--- config.mk ---
export PLATFORM = sky130hd
export DESIGN_NAME = ps2_host_tx
export DESIGN_NICKNAME = d
export VERILOG_FILES = /design/src/rtl/ps2_host_tx.sv
export SDC_FILE = /design/constraint.sdc
export NUM_CORES = 1
export LEC_CHECK = 0
export BUFFER_PORTS_ARGS = -buffer_cell sky130_fd_sc_hd__buf_2
export CORE_MARGIN = 4
export CORE_UTILIZATION = 51
export CTS_CLUSTER_DIAMETER = 50
export DETAILED_ROUTE_END_ITERATION = 12
export PLACE_DENSITY_LB_ADDON = 0.1
export SYNTH_ARGS = -nofsm -noshare
export SYNTH_HDL_FRONTEND = slang
export SYNTH_SLANG_ARGS = --single-unit
--- constraint.sdc ---
create_clock -name CLOCK_50 -period 4.15 [get_ports CLOCK_50]
set_clock_uncertainty 0.05 [all_clocks]
set_input_delay 0.6225 -clock CLOCK_50 [delete_from_list [all_inputs] [get_ports CLOCK_50]]
set_output_delay 0.6225 -clock CLOCK_50 [all_outputs]
set_load 0.05 [all_outputs]
--- src/rtl/ps2_host_tx.sv ---
// Host-to-device PS/2 transmitter: inhibit, request-to-send, clock out one byte
// plus odd parity and stop bit on device falling edges, then check the device ACK.
module ps2_host_tx #(
   parameter int INHIBIT_CYCLES = 5000,
   parameter int START_TIMEOUT  = 750000,
   parameter int FRAME_TIMEOUT  = 100000
) (
   input  logic       CLOCK_50,
   input  logic       reset,
   input  logic [7:0] cmd_data,
   input  logic       cmd_valid,
   output logic       cmd_ready,
   input  logic       ps2_clk_in,
   input  logic       ps2_dat_in,
   output logic       ps2_clk_oe,
   output logic       ps2_dat_oe,
   output logic       busy,
   output logic       done,
   output logic       error,
   output logic [1:0] err_code,
   output logic [2:0] o_dbg_state
);

   localparam int MAX_A  = (INHIBIT_CYCLES > START_TIMEOUT) ? INHIBIT_CYCLES : START_TIMEOUT;
   localparam int MAX_C  = (MAX_A > FRAME_TIMEOUT) ? MAX_A : FRAME_TIMEOUT;
   localparam int CW     = $clog2(MAX_C + 1);

   typedef enum logic [2:0] {
      S_IDLE, S_INHIBIT, S_RTS, S_WAIT_FIRST, S_SEND, S_ACK, S_WAIT_IDLE, S_ERROR
   } state_t;

   state_t        r_state;
   logic          r_cmd_ready, r_busy, r_done, r_error;
   logic [1:0]    r_err_code;
   logic          r_clk_oe, r_dat_oe;
   logic [CW-1:0] r_timer;
   logic [3:0]    r_bitcnt;
   logic [7:0]    r_data;
   logic          r_parity;

   logic          r_clk_s1, r_clk_s2, r_dat_s1, r_dat_s2;
   logic [1:0]    r_clk_h, r_dat_h;
   logic          r_clk_f, r_dat_f, r_clk_fp;
   logic          w_clk_fall;
   logic          w_frame_to;

   // 2-FF synchroniser, then the filtered value only moves after 3 equal samples
   always_ff @(posedge CLOCK_50 or negedge reset) begin
      if (!reset) begin
         r_clk_s1 <= 1'b1;
         r_clk_s2 <= 1'b1;
         r_dat_s1 <= 1'b1;
         r_dat_s2 <= 1'b1;
         r_clk_h  <= 2'b11;
         r_dat_h  <= 2'b11;
         r_clk_f  <= 1'b1;
         r_dat_f  <= 1'b1;
         r_clk_fp <= 1'b1;
      end else begin
         r_clk_s1 <= ps2_clk_in;
         r_clk_s2 <= r_clk_s1;
         r_dat_s1 <= ps2_dat_in;
         r_dat_s2 <= r_dat_s1;
         r_clk_h  <= {r_clk_h[0], r_clk_s2};
         r_dat_h  <= {r_dat_h[0], r_dat_s2};
         if (r_clk_s2 == r_clk_h[0] && r_clk_h[0] == r_clk_h[1]) r_clk_f <= r_clk_s2;
         if (r_dat_s2 == r_dat_h[0] && r_dat_h[0] == r_dat_h[1]) r_dat_f <= r_dat_s2;
         r_clk_fp <= r_clk_f;
      end
   end

   assign w_clk_fall = r_clk_fp & ~r_clk_f;
   assign w_frame_to = (r_timer == CW'(FRAME_TIMEOUT - 1));

   // Handshake: a byte transfers on a rising clock edge where cmd_valid and cmd_ready are both 1.
   always_ff @(posedge CLOCK_50 or negedge reset) begin
      if (!reset) begin
         r_state     <= S_IDLE;
         r_cmd_ready <= 1'b1;
         r_busy      <= 1'b0;
         r_done      <= 1'b0;
         r_error     <= 1'b0;
         r_err_code  <= 2'b00;
         r_clk_oe    <= 1'b0;
         r_dat_oe    <= 1'b0;
         r_timer     <= '0;
         r_bitcnt    <= 4'd0;
         r_data      <= 8'd0;
         r_parity    <= 1'b0;
      end else begin
         r_done  <= 1'b0;
         r_error <= 1'b0;
         case (r_state)
            S_IDLE: begin
               if (cmd_valid && r_cmd_ready) begin
                  r_data      <= cmd_data;
                  r_parity    <= ~^cmd_data;
                  r_err_code  <= 2'b00;
                  r_busy      <= 1'b1;
                  r_cmd_ready <= 1'b0;
                  r_clk_oe    <= 1'b1;
                  r_timer     <= '0;
                  r_state     <= S_INHIBIT;
               end
            end
            S_INHIBIT: begin
               if (r_timer == CW'(INHIBIT_CYCLES - 1)) begin
                  r_dat_oe <= 1'b1;
                  r_state  <= S_RTS;
               end else begin
                  r_timer <= r_timer + CW'(1);
               end
            end
            S_RTS: begin
               r_clk_oe <= 1'b0;
               r_timer  <= '0;
               r_state  <= S_WAIT_FIRST;
            end
            S_WAIT_FIRST: begin
               if (w_clk_fall) begin
                  r_dat_oe <= ~r_data[0];
                  r_bitcnt <= 4'd1;
                  r_timer  <= '0;
                  r_state  <= S_SEND;
               end else if (r_timer == CW'(START_TIMEOUT - 1)) begin
                  r_err_code <= 2'b01;
                  r_dat_oe   <= 1'b0;
                  r_clk_oe   <= 1'b0;
                  r_state    <= S_ERROR;
               end else begin
                  r_timer <= r_timer + CW'(1);
               end
            end
            S_SEND, S_ACK, S_WAIT_IDLE: begin
               if (w_frame_to) begin
                  r_err_code <= 2'b10;
                  r_dat_oe   <= 1'b0;
                  r_clk_oe   <= 1'b0;
                  r_state    <= S_ERROR;
               end else begin
                  r_timer <= r_timer + CW'(1);
                  if (r_state == S_SEND && w_clk_fall) begin
                     r_bitcnt <= r_bitcnt + 4'd1;
                     if (r_bitcnt == 4'd9) begin
                        r_dat_oe <= 1'b0;
                        r_state  <= S_ACK;
                     end else if (r_bitcnt == 4'd8) begin
                        r_dat_oe <= ~r_parity;
                     end else begin
                        r_dat_oe <= ~r_data[r_bitcnt[2:0]];
                     end
                  end else if (r_state == S_ACK && w_clk_fall) begin
                     if (!r_dat_f) begin
                        r_state <= S_WAIT_IDLE;
                     end else begin
                        r_err_code <= 2'b11;
                        r_dat_oe   <= 1'b0;
                        r_clk_oe   <= 1'b0;
                        r_state    <= S_ERROR;
                     end
                  end else if (r_state == S_WAIT_IDLE && r_clk_f && r_dat_f) begin
                     r_done      <= 1'b1;
                     r_busy      <= 1'b0;
                     r_cmd_ready <= 1'b1;
                     r_state     <= S_IDLE;
                  end
               end
            end
            S_ERROR: begin
               r_error     <= 1'b1;
               r_busy      <= 1'b0;
               r_cmd_ready <= 1'b1;
               r_state     <= S_IDLE;
            end
            default: r_state <= S_IDLE;
         endcase
      end
   end

   assign cmd_ready   = r_cmd_ready;
   assign busy        = r_busy;
   assign done        = r_done;
   assign error       = r_error;
   assign err_code    = r_err_code;
   assign ps2_clk_oe  = r_clk_oe;
   assign ps2_dat_oe  = r_dat_oe;
   assign o_dbg_state = r_state;

endmodule
After elaboration in Yosys (flattened, before gate mapping)
Index checks and enable logic that the tools add are counted.
{ "op_classes": {"shifts": 0, "add_sub_neg": 2, "bitwise_logic": 5, "div_mod_pow": 0, "eq_ne": 36, "n_mul": 0, "n_reduce_logical": 24, "n_lt_le_gt_ge": 1, "mux": 63} }
{ "op_table": {"columns": ["cell", "n"], "rows": [
  ["$mux W20", 5],
  ["$pmux W20 S5", 1],
  ["$mux W1", 30],
  ["$mux W3", 9],
  ["$ne A2 B2 Y1 const B", 11],
  ["$add A20 B1 Y20 const B", 1],
  ["$eq A20 B13 Y1 const B", 1],
  ["$eq A20 B17 Y1 const B", 1],
  ["$eq A20 B20 Y1 const B", 1],
  ["$pmux W3 S6", 1],
  ["$ne A3 B3 Y1 const B", 5],
  ["$reduce_and A5 Y1", 3],
  ["$mux W2", 7],
  ["$reduce_and A7 Y1", 2],
  ["$eq A3 B3 Y1 const B", 4],
  ["$mux W4", 3],
  ["$ne A4 B4 Y1 const B", 3],
  ["$pmux W1 S3", 3],
  ["$reduce_bool A3 Y1", 3],
  ["$eq A4 B4 Y1 const B", 2],
  ["$pmux W4 S2", 1],
  ["$reduce_xnor A8 Y1", 1],
  ["$logic_and A1 B1 Y1", 7],
  ["$eq A3 B2 Y1 const B", 2],
  ["other kinds (18)", 24]
]} }
{ "word_totals": {"ff_bits": 55, "rom_bits": 0, "out_inout_bits": 11, "input_bits": 13, "ram_bits": 0, "memories": 0, "latch_bits": 0} }

Longest topological paths before layout
{ "depth": {"word_depth": 8, "ltp_mapped": 9, "ltp_nobuf": 8} }

Least setup slack after synthesis
No wires, ideal clock.
{ "synth_path": {"kind": "register -> register", "start": "register r_state[0], in the netlist o_dbg_state[0]", "end": "register r_data[0]", "stages_incl_launch_ff": 7, "path_buffers": 2, "path_slack_ns": 1.682, "t_arrival_ns": 2.293, "synth_period_minus_slack_ns": 2.468, "path_cell_list": "dfrtp_1 -> clkbuf_1 -> a2111oi_2 -> or3_1 -> nor2_1 -> clkbuf_1 -> mux2_2"} }
{ "synth_between": {"elab_chain_len": 2} }
{ "synth_rtl": {"columns": ["element", "line_no", "text"], "rows": [
  ["start, declared", "32", "state_t r_state;"],
  ["start signal, assigned", "78", "r_state <= S_IDLE;"],
  ["start signal, assigned", "103", "r_state <= S_INHIBIT;"],
  ["start signal, assigned", "109", "r_state <= S_RTS;"],
  ["$logic_not A3 Y1", "93", "case (r_state)"],
  ["$reduce_and A2 Y1 (no source line)", null, null],
  ["end signal, assigned", "96", "r_data <= cmd_data;"],
  ["end, declared", "38", "logic [7:0] r_data;"]
]} }
Every way passes these cells.
A chain may end at the register's enable or synchronous reset.

Worst setup path in the final report
{ "layout_path": {"start": "register r_state[0], in the netlist o_dbg_state[0]", "end": "register r_timer[2]"} }
{ "layout_between": {"elab_chain_len": 4} }
{ "layout_rtl": {"columns": ["element", "line_no", "text"], "rows": [
  ["$eq A3 B3 Y1", "93", null],
  ["$reduce_or A3 Y1", "93", null],
  ["$reduce_bool A5 Y1 (no source line) or $ne A2 B2 Y1 (tied branches)", null, null],
  ["$reduce_and A5 Y1 (no source line)", null, null],
  ["end signal, assigned", "111", "r_timer <= r_timer + CW'(1);"],
  ["end signal, assigned", "131", "r_timer <= r_timer + CW'(1);"],
  ["end signal, assigned", "141", "r_timer <= r_timer + CW'(1);"],
  ["end, declared", "36", "logic [CW-1:0] r_timer;"]
]} }
Several ways; a longest one is shown, not always the timed one.

==> qor.csv <==
stage;metric;value;unit
clocking;cts_tree;yes;
setup_path;cp_max_fo;21;
grt;met3_usage;3.12;%
yosys;synthesis.area;3200;um2
timing;timing.fmax;338;MHz
timing;hold_viol;0;
grt;overflow;0;
placement;dp_hpwl;5030;um
yosys;yosysMostFrequentCell;nand2_1;
floorplan;die_width;87.2;um
setup_path;cp_data_arrival_time;3160;ps
grt;grt_max_degree;56;
timing;slew_violations;0;
yosys;async_flop_share;100;%
floorplan;ios;24;
routing;avgRoutedWirePerCell;16.9;um
grt;gr-usage-met1;30.3;%
floorplan;die_height;87.2;um
grt;grt_usage;20.2;%
setup_path;required;4350;ps
yosys;syn_area_per_cell;9.53;um2
worst_hold_path;hp-class;flop to flop;
yosys;yosys.area.top_type;dfrtp_1;
timing;setup_tns;0;ps
cells_and_area;stdcell_count;428;
run_status;status;completed;
cells_and_area;layout-drive-gt1-share;19.3;%
setup_path;cp-end-kind;flop;
routing;viasPerCell;6.37;
timing;period_needed;2960;ps
floorplan;core;5990;um2
timing;setup_violations;0;
setup_path;cp-start-kind;flop;
yosys;synth_ff_type;dfrtp_1;
yosys;synth_warnings;0;
cells_and_area;design_area;3470;um2
placement;dpl.cell_count;420;
timing;relSlewSlack;40.4;%
run;maxCapViolations;0;
grt;antenna_found_initial;0;
cells_and_area;diodes;0;
yosys;synth-edff-count;0;
cells_and_area;area_growth;8.29;%
power;vdd_drop_max;0.442;mV
placement;post_dp_cell_area;3350;um2
floorplan;fp.dieArea;7610;um2
yosys;synthCells;336;
routing;drc;0;
clocking;clock-sinks;55;
clocking;post_cts_resized;0;
yosys;ys_seq_area_share;43.5;%
yosys;synth_fp_nets;353;
routing;vias;2728;
placement;place_congestion;0.858;
cells_and_area;nNetsFinal;369;
yosys;synth_cell_types;64;
routing;drtAntennaViolNets;0;
routing;dr.pass1.iters;5;
clocking;clk_latency;300;ps
routing;routed_wl;7220;um
yosys;netlist.area_leader.share;33.6;%
yosys;synthTopCellsByCount;nand2_1, dfrtp_1, o21ai_0;
floorplan;initial_core_util;53.4;%
power;p_leak;1.45;nW
timing;min_period_over_period;71.4;%
placement;pre_cts_slack;1190;ps
clocking;cts_setup_buffers;0;
clocking;cts_max_level;2;
grt;top_usage_layer;met2;
power;power_density;645;nW/um2
clocking;cts-buffers-inserted;5;
grt;grt_pass1_wl;12300;um
timing;grt_setup_unrepaired;no;
clocking;cts.path.max_buffers;2;
placement;io_buffers;23;
timing;fin_ws;1190;ps
timing;tightestPinTransition;894;ps
grt;grt_use_met2;31.0;%
yosys;synthTopCellsByArea;dfrtp_1, dfstp_2, nand2_1, o22a_1, o21ai_0;
setup_path;crit_type;flop to flop;
clocking;hold_buffers;0;
floorplan;row_count;28;
clocking;cts-root-buf;clkbuf_8;
clocking;cts.clk_slew.worst_paths;100;ps
routing;drt_iter0_drc;288;
grt;grt_pass1_vias;2492;
yosys;ys_ff_latch;55;
## flip-flops by register name, indices dropped and copies added (netlist names), 2 cells and up
name	flops
err_code	2
o_dbg_state	3
r_bitcnt	4
r_clk_h	2
r_dat_h	2
r_data	8
r_timer	20
## placed cells by master, fill, tap and decap left out, drive strengths merged, types with 4 or more instances in the layout
master,netlist,layout
clkbuf,12,6
nand2,46,46
buf,7,28
nor3b,5,5
nor4,4,4
o22a,16,16
or4,4,4
inv,10,10
ha,4,4
o21ai,23,23
a21boi,6,6
and4,4,4
nand3,10,10
dfrtp,43,43
a21oi,15,15
mux2,11,11
dfstp,12,12
nor2,17,17
nand4,7,7
xnor2,7,7
nor3,20,20
o22ai,4,4
## worst max-delay path, cell delays in order, from the launching register on
cell and delay [ps]:
dfrtp_1 760, nand2_1 390, or3_1 490, o22ai_2 170, buf_4 270, or3_1 530, a221o_1 240
## cell families (layout without fill, tap and decap cells)
kind of cell | Yosys count | count (layout) | share of synthesized area [%]
XOR/XNOR | 7 | 7 | 1.92
multiplexers | 15 | 15 | 5.90
AO/OA/AOI/OAI | 88 | 88 | 19.6
AND/OR/NAND/NOR | 138 | 138 | 23.3
flip-flops | 55 | 55 | 43.5
buffers and inverters | 29 | 46 | 4.26
adder cells (fa/ha/maj) | 4 | 4 | 1.56
## layout make-up
cell class,instances,area [um2]
Sequential cell,55,1390
Clock buffer,6,82.6
Timing Repair Buffer,28,153
Fill cell,535,2520
Tap cell,75,93.8
Inverter,10,37.5
Multi-Input combinational cell,252,1670
Clock inverter,2,35.0
## metal layers
layer / up-vias / share of wire, % / wire length, um
met2: 106 / 46 / 3350
met3: 14 / 5.9 / 425
li1: 1277 / - / -
met5: - / 0 / 0
met4: 0 / 1.1 / 81
met1: 1331 / 47 / 3360
## worst paths after layout
kind	from	to	slack, ps	cells past startpoint
worst max-delay path	o_dbg_state[0]	r_timer[2]	1190	6
worst min-delay path	r_clk_s1	r_clk_s2	310	0
worst max register to register	o_dbg_state[0]	r_timer[2]	1190	6
worst min register to register	r_clk_s1	r_clk_s2	310	0
max in group asynchronous	reset	r_timer[19]	3200	2
min in group asynchronous	reset	r_timer[10]	370	2
## where the power goes
group          leakage (nW)  switching [mW]  internal (mW)
logic                 0.709           0.628          0.379
registers             0.681           0.185          0.675
clock network        0.0612           0.173          0.196
## metrics by stage
stage	power (mW)	hold WS, ps	util (%)
finish	2.23	310	57.9
CTS	2.24	313	57.9
global route	2.40	319	57.9
global placement	1.85	299	55.9
detailed placement	1.87	302	55.9
floorplan	1.63	277	-
Note: power is estimated with default switching activity, not from simulation.
